[config.mk]
export PLATFORM = sky130hd
export DESIGN_NAME = nds_async_fifo_wr_packer
export DESIGN_NICKNAME = d
export VERILOG_FILES = /design/src/rtl/nds_async_fifo_wr_packer_pkg.sv /design/src/rtl/nds_async_fifo_wr_packer.sv
export SDC_FILE = /design/constraint.sdc
export NUM_CORES = 1
export LEC_CHECK = 0
export ABC_CLOCK_PERIOD_IN_PS = 2670
export CORE_UTILIZATION = 45
export CTS_CLUSTER_SIZE = 40
export DETAILED_ROUTE_END_ITERATION = 10
export GPL_ROUTABILITY_DRIVEN = 0
export GPL_TIMING_DRIVEN = 0
export PLACE_DENSITY = 0.69
export SETUP_SLACK_MARGIN = 0.5
export SLEW_MARGIN = 20
export SYNTH_ARGS = -nofsm -noshare
export SYNTH_HDL_FRONTEND = slang
export SYNTH_SLANG_ARGS = --single-unit
[constraint.sdc]
create_clock -name w_clk -period 2.67 [get_ports w_clk]
set_input_delay 0.4005 -clock w_clk [delete_from_list [all_inputs] [get_ports w_clk]]
set_output_delay 0.4005 -clock w_clk [all_outputs]
set_load 0.05 [all_outputs]
[src/rtl/nds_async_fifo_wr_packer_pkg.sv]
// rtl/nds_async_fifo_wr_packer_pkg.sv - shared FSM encoding and width helper for the FIFO write packer
package nds_async_fifo_wr_packer_pkg;

  typedef enum logic {
    ST_RUN = 1'b0,
    ST_CLR = 1'b1
  } wr_state_t;

  function automatic int nds_clog2(input int value);
    int r;
    for (r = 0; (1 << r) < value; r++) begin
    end
    return r;
  endfunction

endpackage

[src/rtl/nds_async_fifo_wr_packer.sv]
// rtl/nds_async_fifo_wr_packer.sv - packs narrow source beats into FIFO words and owns the write-side clear
module nds_async_fifo_wr_packer
  import nds_async_fifo_wr_packer_pkg::*;
#(
  parameter  int IN_WIDTH   = 8,
  parameter  int OUT_WIDTH  = 32,
  parameter  int CLR_CYCLES = 2,
  localparam int R          = OUT_WIDTH / IN_WIDTH,
  localparam int LW         = nds_clog2(R)
) (
  input  logic                 w_clk,
  input  logic                 w_reset_n,
  input  logic                 in_valid,
  output logic                 in_ready,
  input  logic [IN_WIDTH-1:0]  in_data,
  input  logic                 in_last,
  input  logic                 clr_req,
  output logic                 clr_done,
  output logic                 fifo_wr,
  output logic [OUT_WIDTH-1:0] fifo_wr_data,
  output logic                 fifo_clr,
  input  logic                 fifo_full,
  output logic [LW:0]          last_lanes,
  output logic [15:0]          word_cnt
);

  wr_state_t              r_state;
  wr_state_t              w_state_nxt;
  logic [LW-1:0]          r_lane_cnt;
  logic [OUT_WIDTH-1:0]   r_pack_q;
  logic [OUT_WIDTH-1:0]   r_out_q;
  logic                   r_out_vld_q;
  logic [3:0]             r_clr_cnt;
  logic                   r_clr_done;
  logic [LW:0]            r_last_lanes;
  logic [15:0]            r_word_cnt;

  logic                   w_fifo_wr;
  logic                   w_out_free;
  logic                   w_in_ready;
  logic                   w_accept;
  logic                   w_push;
  logic                   w_clr_last;
  logic [OUT_WIDTH-1:0]   w_packed;

  // Write strobe comes only from flops so the FIFO never sees a path from the source.
  assign w_fifo_wr  = r_out_vld_q & ~fifo_full;
  assign w_out_free = ~r_out_vld_q | w_fifo_wr;
  assign w_accept   = in_valid & w_in_ready;
  assign w_push     = w_accept & ((r_lane_cnt == LW'(R - 1)) | in_last);
  assign w_clr_last = (r_clr_cnt == 4'(CLR_CYCLES - 1));

  always_comb begin
    w_packed = r_pack_q;
    w_packed[r_lane_cnt*IN_WIDTH +: IN_WIDTH] = in_data;
  end

  always_ff @(posedge w_clk or negedge w_reset_n) begin
    if (!w_reset_n) r_state <= ST_RUN;
    else            r_state <= w_state_nxt;
  end

  always_comb begin
    w_state_nxt = r_state;
    w_in_ready  = 1'b0;
    fifo_clr    = 1'b0;
    case (r_state)
      ST_RUN: begin
        // The cycle carrying clr_done still holds off the source.
        w_in_ready = w_out_free & ~r_clr_done;
        if (clr_req) w_state_nxt = ST_CLR;
      end
      ST_CLR: begin
        fifo_clr = 1'b1;
        if (!clr_req && w_clr_last) w_state_nxt = ST_RUN;
      end
      default: w_state_nxt = ST_RUN;
    endcase
  end

  always_ff @(posedge w_clk or negedge w_reset_n) begin
    if (!w_reset_n) begin
      r_lane_cnt   <= '0;
      r_pack_q     <= '0;
      r_out_q      <= '0;
      r_out_vld_q  <= 1'b0;
      r_clr_cnt    <= '0;
      r_clr_done   <= 1'b0;
      r_last_lanes <= '0;
      r_word_cnt   <= '0;
    end else begin
      r_clr_done <= 1'b0;
      if (r_state == ST_CLR) begin
        r_clr_cnt  <= clr_req ? 4'd0 : r_clr_cnt + 4'd1;
        r_clr_done <= ~clr_req & w_clr_last;
      end else if (clr_req) begin
        // Clear wins over any beat handshake or pending word in this cycle.
        r_clr_cnt   <= '0;
        r_pack_q    <= '0;
        r_lane_cnt  <= '0;
        r_out_vld_q <= 1'b0;
        r_word_cnt  <= '0;
      end else begin
        r_word_cnt <= r_word_cnt + {15'd0, w_fifo_wr};
        if (w_push) begin
          r_out_q     <= w_packed;
          r_out_vld_q <= 1'b1;
          r_pack_q    <= '0;
          r_lane_cnt  <= '0;
        end else begin
          if (w_fifo_wr) r_out_vld_q <= 1'b0;
          if (w_accept) begin
            r_pack_q   <= w_packed;
            r_lane_cnt <= r_lane_cnt + LW'(1);
          end
        end
        if (w_accept && in_last) r_last_lanes <= {1'b0, r_lane_cnt} + {{LW{1'b0}}, 1'b1};
      end
    end
  end

  assign in_ready     = w_in_ready;
  assign clr_done     = r_clr_done;
  assign fifo_wr      = w_fifo_wr;
  assign fifo_wr_data = r_out_q;
  assign last_lanes   = r_last_lanes;
  assign word_cnt     = r_word_cnt;

endmodule

---- After elaboration in Yosys (flattened, before gate mapping) ----
Index checks and enable logic that the tools add are counted.
operators by class
  add/subtract/negate cells ............... 5
  equal/unequal tests ..................... 2
  shifts and indexed selects .............. 2
  mux-type cells .......................... 20
  bitwise logic cells ..................... 12
  reductions and logical operators ........ 10
operators by type and width
  cell                                                    count
  two-way mux 32 bit                                      3
  negator 5 -> 34 bit                                     1
  variable shift 8 x 34 -> 32 bit (first input constant)  1
  variable part select 8 x 34 -> 32 bit                   1
  bitwise mux 32 bit                                      1
  adder 16 x 1 -> 16 bit                                  1
  two-way mux 16 bit                                      1
  two-way mux 4 bit                                       3
  two-way mux 1 bit                                       8
  two-way mux 2 bit                                       3
  AND reduction 3 bit                                     2
  nonzero test 3 bit                                      2
  AND 1 bit                                               5
  inverter 1 bit                                          5
  adder 4 x 1 -> 4 bit (second input constant)            1
  equality test 4 x 1 -> 1 bit (second input constant)    1
  AND reduction 2 bit                                     2
  adder 2 x 1 -> 3 bit (second input constant)            1
  adder 2 x 1 -> 2 bit (second input constant)            1
  equality test 2 bit (second input constant)             1
  logical AND 1 bit                                       2
  OR 1 bit                                                2
  case mux 1 bit (2 select lines)                         1
  nonzero test 2 bit                                      1
  zero test 1 bit                                         1
word-level totals
  flip-flop bits (word level) ............. 92
  bits of input ports ..................... 14
  output and inout port bits .............. 55
  word-level logic and storage cells ...... 60

---- Logic depth before layout (Yosys ltp) ----
  word-level depth ........................ 9
  mapped depth ............................ 8
  depth with buffers taken out ............ 7

---- Worst setup path after synthesis ----
OpenSTA, ideal clock, no wires.
  path type ............................... reg-to-reg
  start ................................... reg r_out_vld_q
  end ..................................... reg r_word_cnt[11] (netlist: word_cnt[11])
  setup time .............................. 0.126 ns
  arrival time ............................ 2.222 ns
  required time ........................... 2.544 ns
  slack ................................... 0.322 ns
  stages on the path, launching flop included .. 8
  path buffers ............................ 0
  period minus slack after synthesis ...... 2.348 ns
  path through ............................ dfrtp_1 > inv_1 > nor2_1 > ha_1 > nand2_1 > nor4_1 > nor3b_1 > a221o_1
between the ends
  word-level cells in the longest chain between the ends .. 3
ends and longest elaborated chain
  item                    line                             text
  from (decl)             nds_async_fifo_wr_packer.sv:32   logic r_out_vld_q;
  from (signal assigned)  nds_async_fifo_wr_packer.sv:86   r_out_vld_q <= 1'b0;
  from (signal assigned)  nds_async_fifo_wr_packer.sv:101  r_out_vld_q <= 1'b0;
  from (signal assigned)  nds_async_fifo_wr_packer.sv:107  r_out_vld_q <= 1'b1;
  AND 1 bit               nds_async_fifo_wr_packer.sv:47   assign w_fifo_wr = r_out_vld_q & ~fifo_full;
  named net fifo_wr       nds_async_fifo_wr_packer.sv:19   output logic fifo_wr,
  adder 16 x 1 -> 16 bit  nds_async_fifo_wr_packer.sv:104  r_word_cnt <= r_word_cnt + {15'd0, w_fifo_wr};
  two-way mux 16 bit      nds_async_fifo_wr_packer.sv:96   end else if (clr_req) begin
  to (signal assigned)    nds_async_fifo_wr_packer.sv:104
  to (decl)               nds_async_fifo_wr_packer.sv:36   logic [15:0] r_word_cnt;
The timed path passes the listed nets, and every way through them passes these cells.
A chain may end at the register's enable or synchronous reset.

---- Worst setup path in the final report ----
  start ................................... reg r_word_cnt[2] (netlist: word_cnt[2])
  end ..................................... out word_cnt[2]
RTL lines
  item       line                            text
  to (decl)  nds_async_fifo_wr_packer.sv:24  output logic [15:0] word_cnt
No word-level cell between the ends.

==> reports/metrics.yaml <==
synth_area_per_cell_um2: 10.05
cp.required_ns: 2.27
vias_per_cell: 5.526
drcViolationCount: 0
final_antenna_net_count: 0
netSwitchingPower_mw: 2.250
p_int_mw: 3.051
startpoint_type: "flip-flop"
pwr-share-seq_pct: 35.0
io_pins: 69
grt_pass1_wl_mm: 17.66
period_share_pct: 78.60
critPathMaxFanout: 8
leakage_nw: 2.379
power_frac_comb_pct: 44.0
rrSetupSlack_ns: 0.61
syn_inst: 433
synth_edf_count: 0
wl_mm: 10.66
cts_tree: "built"
fin_area_um2: 5470
worst_slew_pin_slew_ns: 0.7285
crit_family: "buffers and inverters"
fp-row-count: 35
dieArea_um2: 10070
wl_per_cell_um: 16.58
final_nets: 534
cp_slowest_cell: "clkdlybuf4s50_1"
die_y_um: 100.3
drt_iter0_markers: 283
track_usage_pct: 22.80
grt_pass1_vias: 3416
vdd_drop_max_v: 0.0005614
max_stage_delay_ns: 0.85
coreArea_um2: 9284
setup_viol: 0
layout_common_cells: "90 x dfrtp_1, 56 x clkdlybuf4s50_1, 50 x nand2_1"
port_buffers: 59
crit_path_end_kind: "output port"
initial_core_util_pct: 46.86
dpl_cell_area_um2: 5142
power_mw: 5.300
drive_above_1_share_pct: 10.51
place_ws_ns: 0.1514
fin_skew_ns: 0.009523
worstPathArrival_ns: 1.70
insertion_delay_ns: 0.36
synth_flop_cell: "dfrtp_1"
grt_setup_unrepaired: "false"
clkPwrFrac_pct: 21.0
timing_hold_violations_final: 0
status: "completed"
cp_num_buf_inv: 1
synth_warnings: 0
fin_ws_ns: 0.5712
cts_max_level: 3
ys_types: 48
yosysSeqAreaShare_pct: 52.92
hp-class: "primary input to flip-flop"
path_class: "flip-flop to output port"
path_clk_slew_ns: 0.09
cap_violations: 0
timing.fmax_ghz: 0.4765
dieWidth_um: 100.3
relSlewSlack_pct: 51.25
antenna_cells: 0
syn_to_final_growth_pct: 25.74
overflow: 0
synth_fp_nets: 457
synth_area_um2: 4350
dp_hpwl_mm: 7.281
grt_max_degree: 50
nFillCells: 836
clock-sinks: 92
power.density_nw_per_um2: 968.9
cts-root-buf: "clkbuf_8"
num_vias: 3553
worstPathCellList: "clkdlybuf4s50_1"
drtPass1Iterations: 6
cts_max_path_buffers: 2
cts_buffers: 9
antenna_found_initial: 0
async_flop_share_pct: 100.0
p_sw_share_pct: 42.45
ys_seq_elements: 92
fin_crit_ns: 2.099
drv_slew: 0
mostFrequentLayoutCell: "dfrtp_1"
-- flip-flops by register name, summed over array words and instances, names as in the netlist --
| register | cells |
|---|---|
| fifo_wr_data | 32 |
| r_lane_cnt | 2 |
| r_clr_cnt | 4 |
| last_lanes | 3 |
| clr_done | 1 |
| r_out_vld_q | 1 |
| word_cnt | 16 |
| r_pack_q | 32 |
| r_state | 1 |
-- metal layers --
metal / GRT usage (%) / vias to the layer above / routed length [um]
met1: 33.95 / 1750 / 5174
li1: - / 1690 / -
met5: 0 / - / 0
met3: 3.621 / 11 / 463
met4: 7.804 / 0 / 153
met2: 33.83 / 102 / 4867
-- stage by stage --
stage | hold slack (ns) | instances | TNS, ns | util, %
global placement | 0.4627 | 621 | -204.36 | 55.08
CTS | 0.4562 | 638 | 0 | 58.19
detailed placement | 0.3561 | 622 | 0 | 55.39
floorplan | 0.1049 | 433 | 0 | -
finish | 0.4641 | 643 | 0 | 58.92
global route | 0.4830 | 643 | 0 | 58.92
-- worst paths after layout --
path | cells after the start | to | from
worst max-delay path | 1 | word_cnt[2] | word_cnt[2]
max in group asynchronous | 3 | r_pack_q[12] | w_reset_n
worst min register to register | 2 | fifo_wr_data[30] | fifo_wr_data[30]
min in group asynchronous | 2 | word_cnt[14] | w_reset_n
worst min-delay path | 4 | r_lane_cnt[0] | clr_req
worst max register to register | 7 | r_pack_q[9] | r_lane_cnt[1]
-- power groups by stage --
stage,logic (mW),registers (mW),clock network [mW]
2_1_floorplan,0.939,2.39,0
3_3_place_gp,2.12,1.87,0
3_5_place_dp,2.16,1.88,0
4_1_cts,2.20,1.85,1.13
5_1_grt,2.49,1.89,1.19
6_report,2.33,1.86,1.11
-- cell usage after synthesis (2+ instances only) --
cell type  number  area, um2
nor2b_1        28      175.2
inv_1          13      48.80
a21o_1          2      15.01
and2_1          3      18.77
a21oi_2         2      17.52
mux2i_1         7      70.07
clkbuf_2        2      10.01
ha_1           10      125.1
o21ai_0        40      200.2
nand2_1        50      187.7
clkbuf_1       18      67.56
a211oi_1        2      15.01
o22ai_1         2      12.51
or3_1           3      18.77
xor2_1          2      17.52
nand3_1         9      45.04
buf_4           2      15.01
nor2_1         24      90.09
a311o_1         3      30.03
a32oi_1         4      35.03
buf_2           4      20.02
a21oi_1        32      160.2
dfrtp_1        92       2302
a22oi_1         4      30.03
mux2_4          3      45.04
a22o_1         33      289.0
nor3_1          9      45.04
nor4_1          4      25.02
buf_1           4      15.01
nand4_1         4      25.02
-- area by class of cell --
cell class / count / area [um2] / area share [%]
sequential: 92 / 2305 / 42.13
tap: 129 / 161.4 / 2.951
inverter: 14 / 52.55 / 0.9607
multi-input combinational: 297 / 1907 / 34.86
clock buffer: 9 / 123.9 / 2.264
buffer: 30 / 146.4 / 2.676
clock inverter: 6 / 113.9 / 2.081
timing repair buffer: 66 / 660.6 / 12.08
-- what timing repair did --
action	CTS	global route
setup buffers	0	5
resized for setup	8	16
endpoints found under the hold margin	43	0
setup endpoints to repair	31	38
hold buffers	1	0
pin swaps	0	0
-- cells by family (layout without fill, tap and decap cells) --
family,after synthesis,after routing,share of synthesized area [%]
DFF,92,92,52.92
buffers and inverters,44,125,4.141
xor gates and xnor gates,3,3,0.6041
adders and majority gates,10,10,2.876
AOI/OAI and AO/OA,131,131,20.07
and+or+nand+nor,143,143,16.74
muxes,10,10,2.646
No activity file was read; power rests on OpenSTA's default activity.
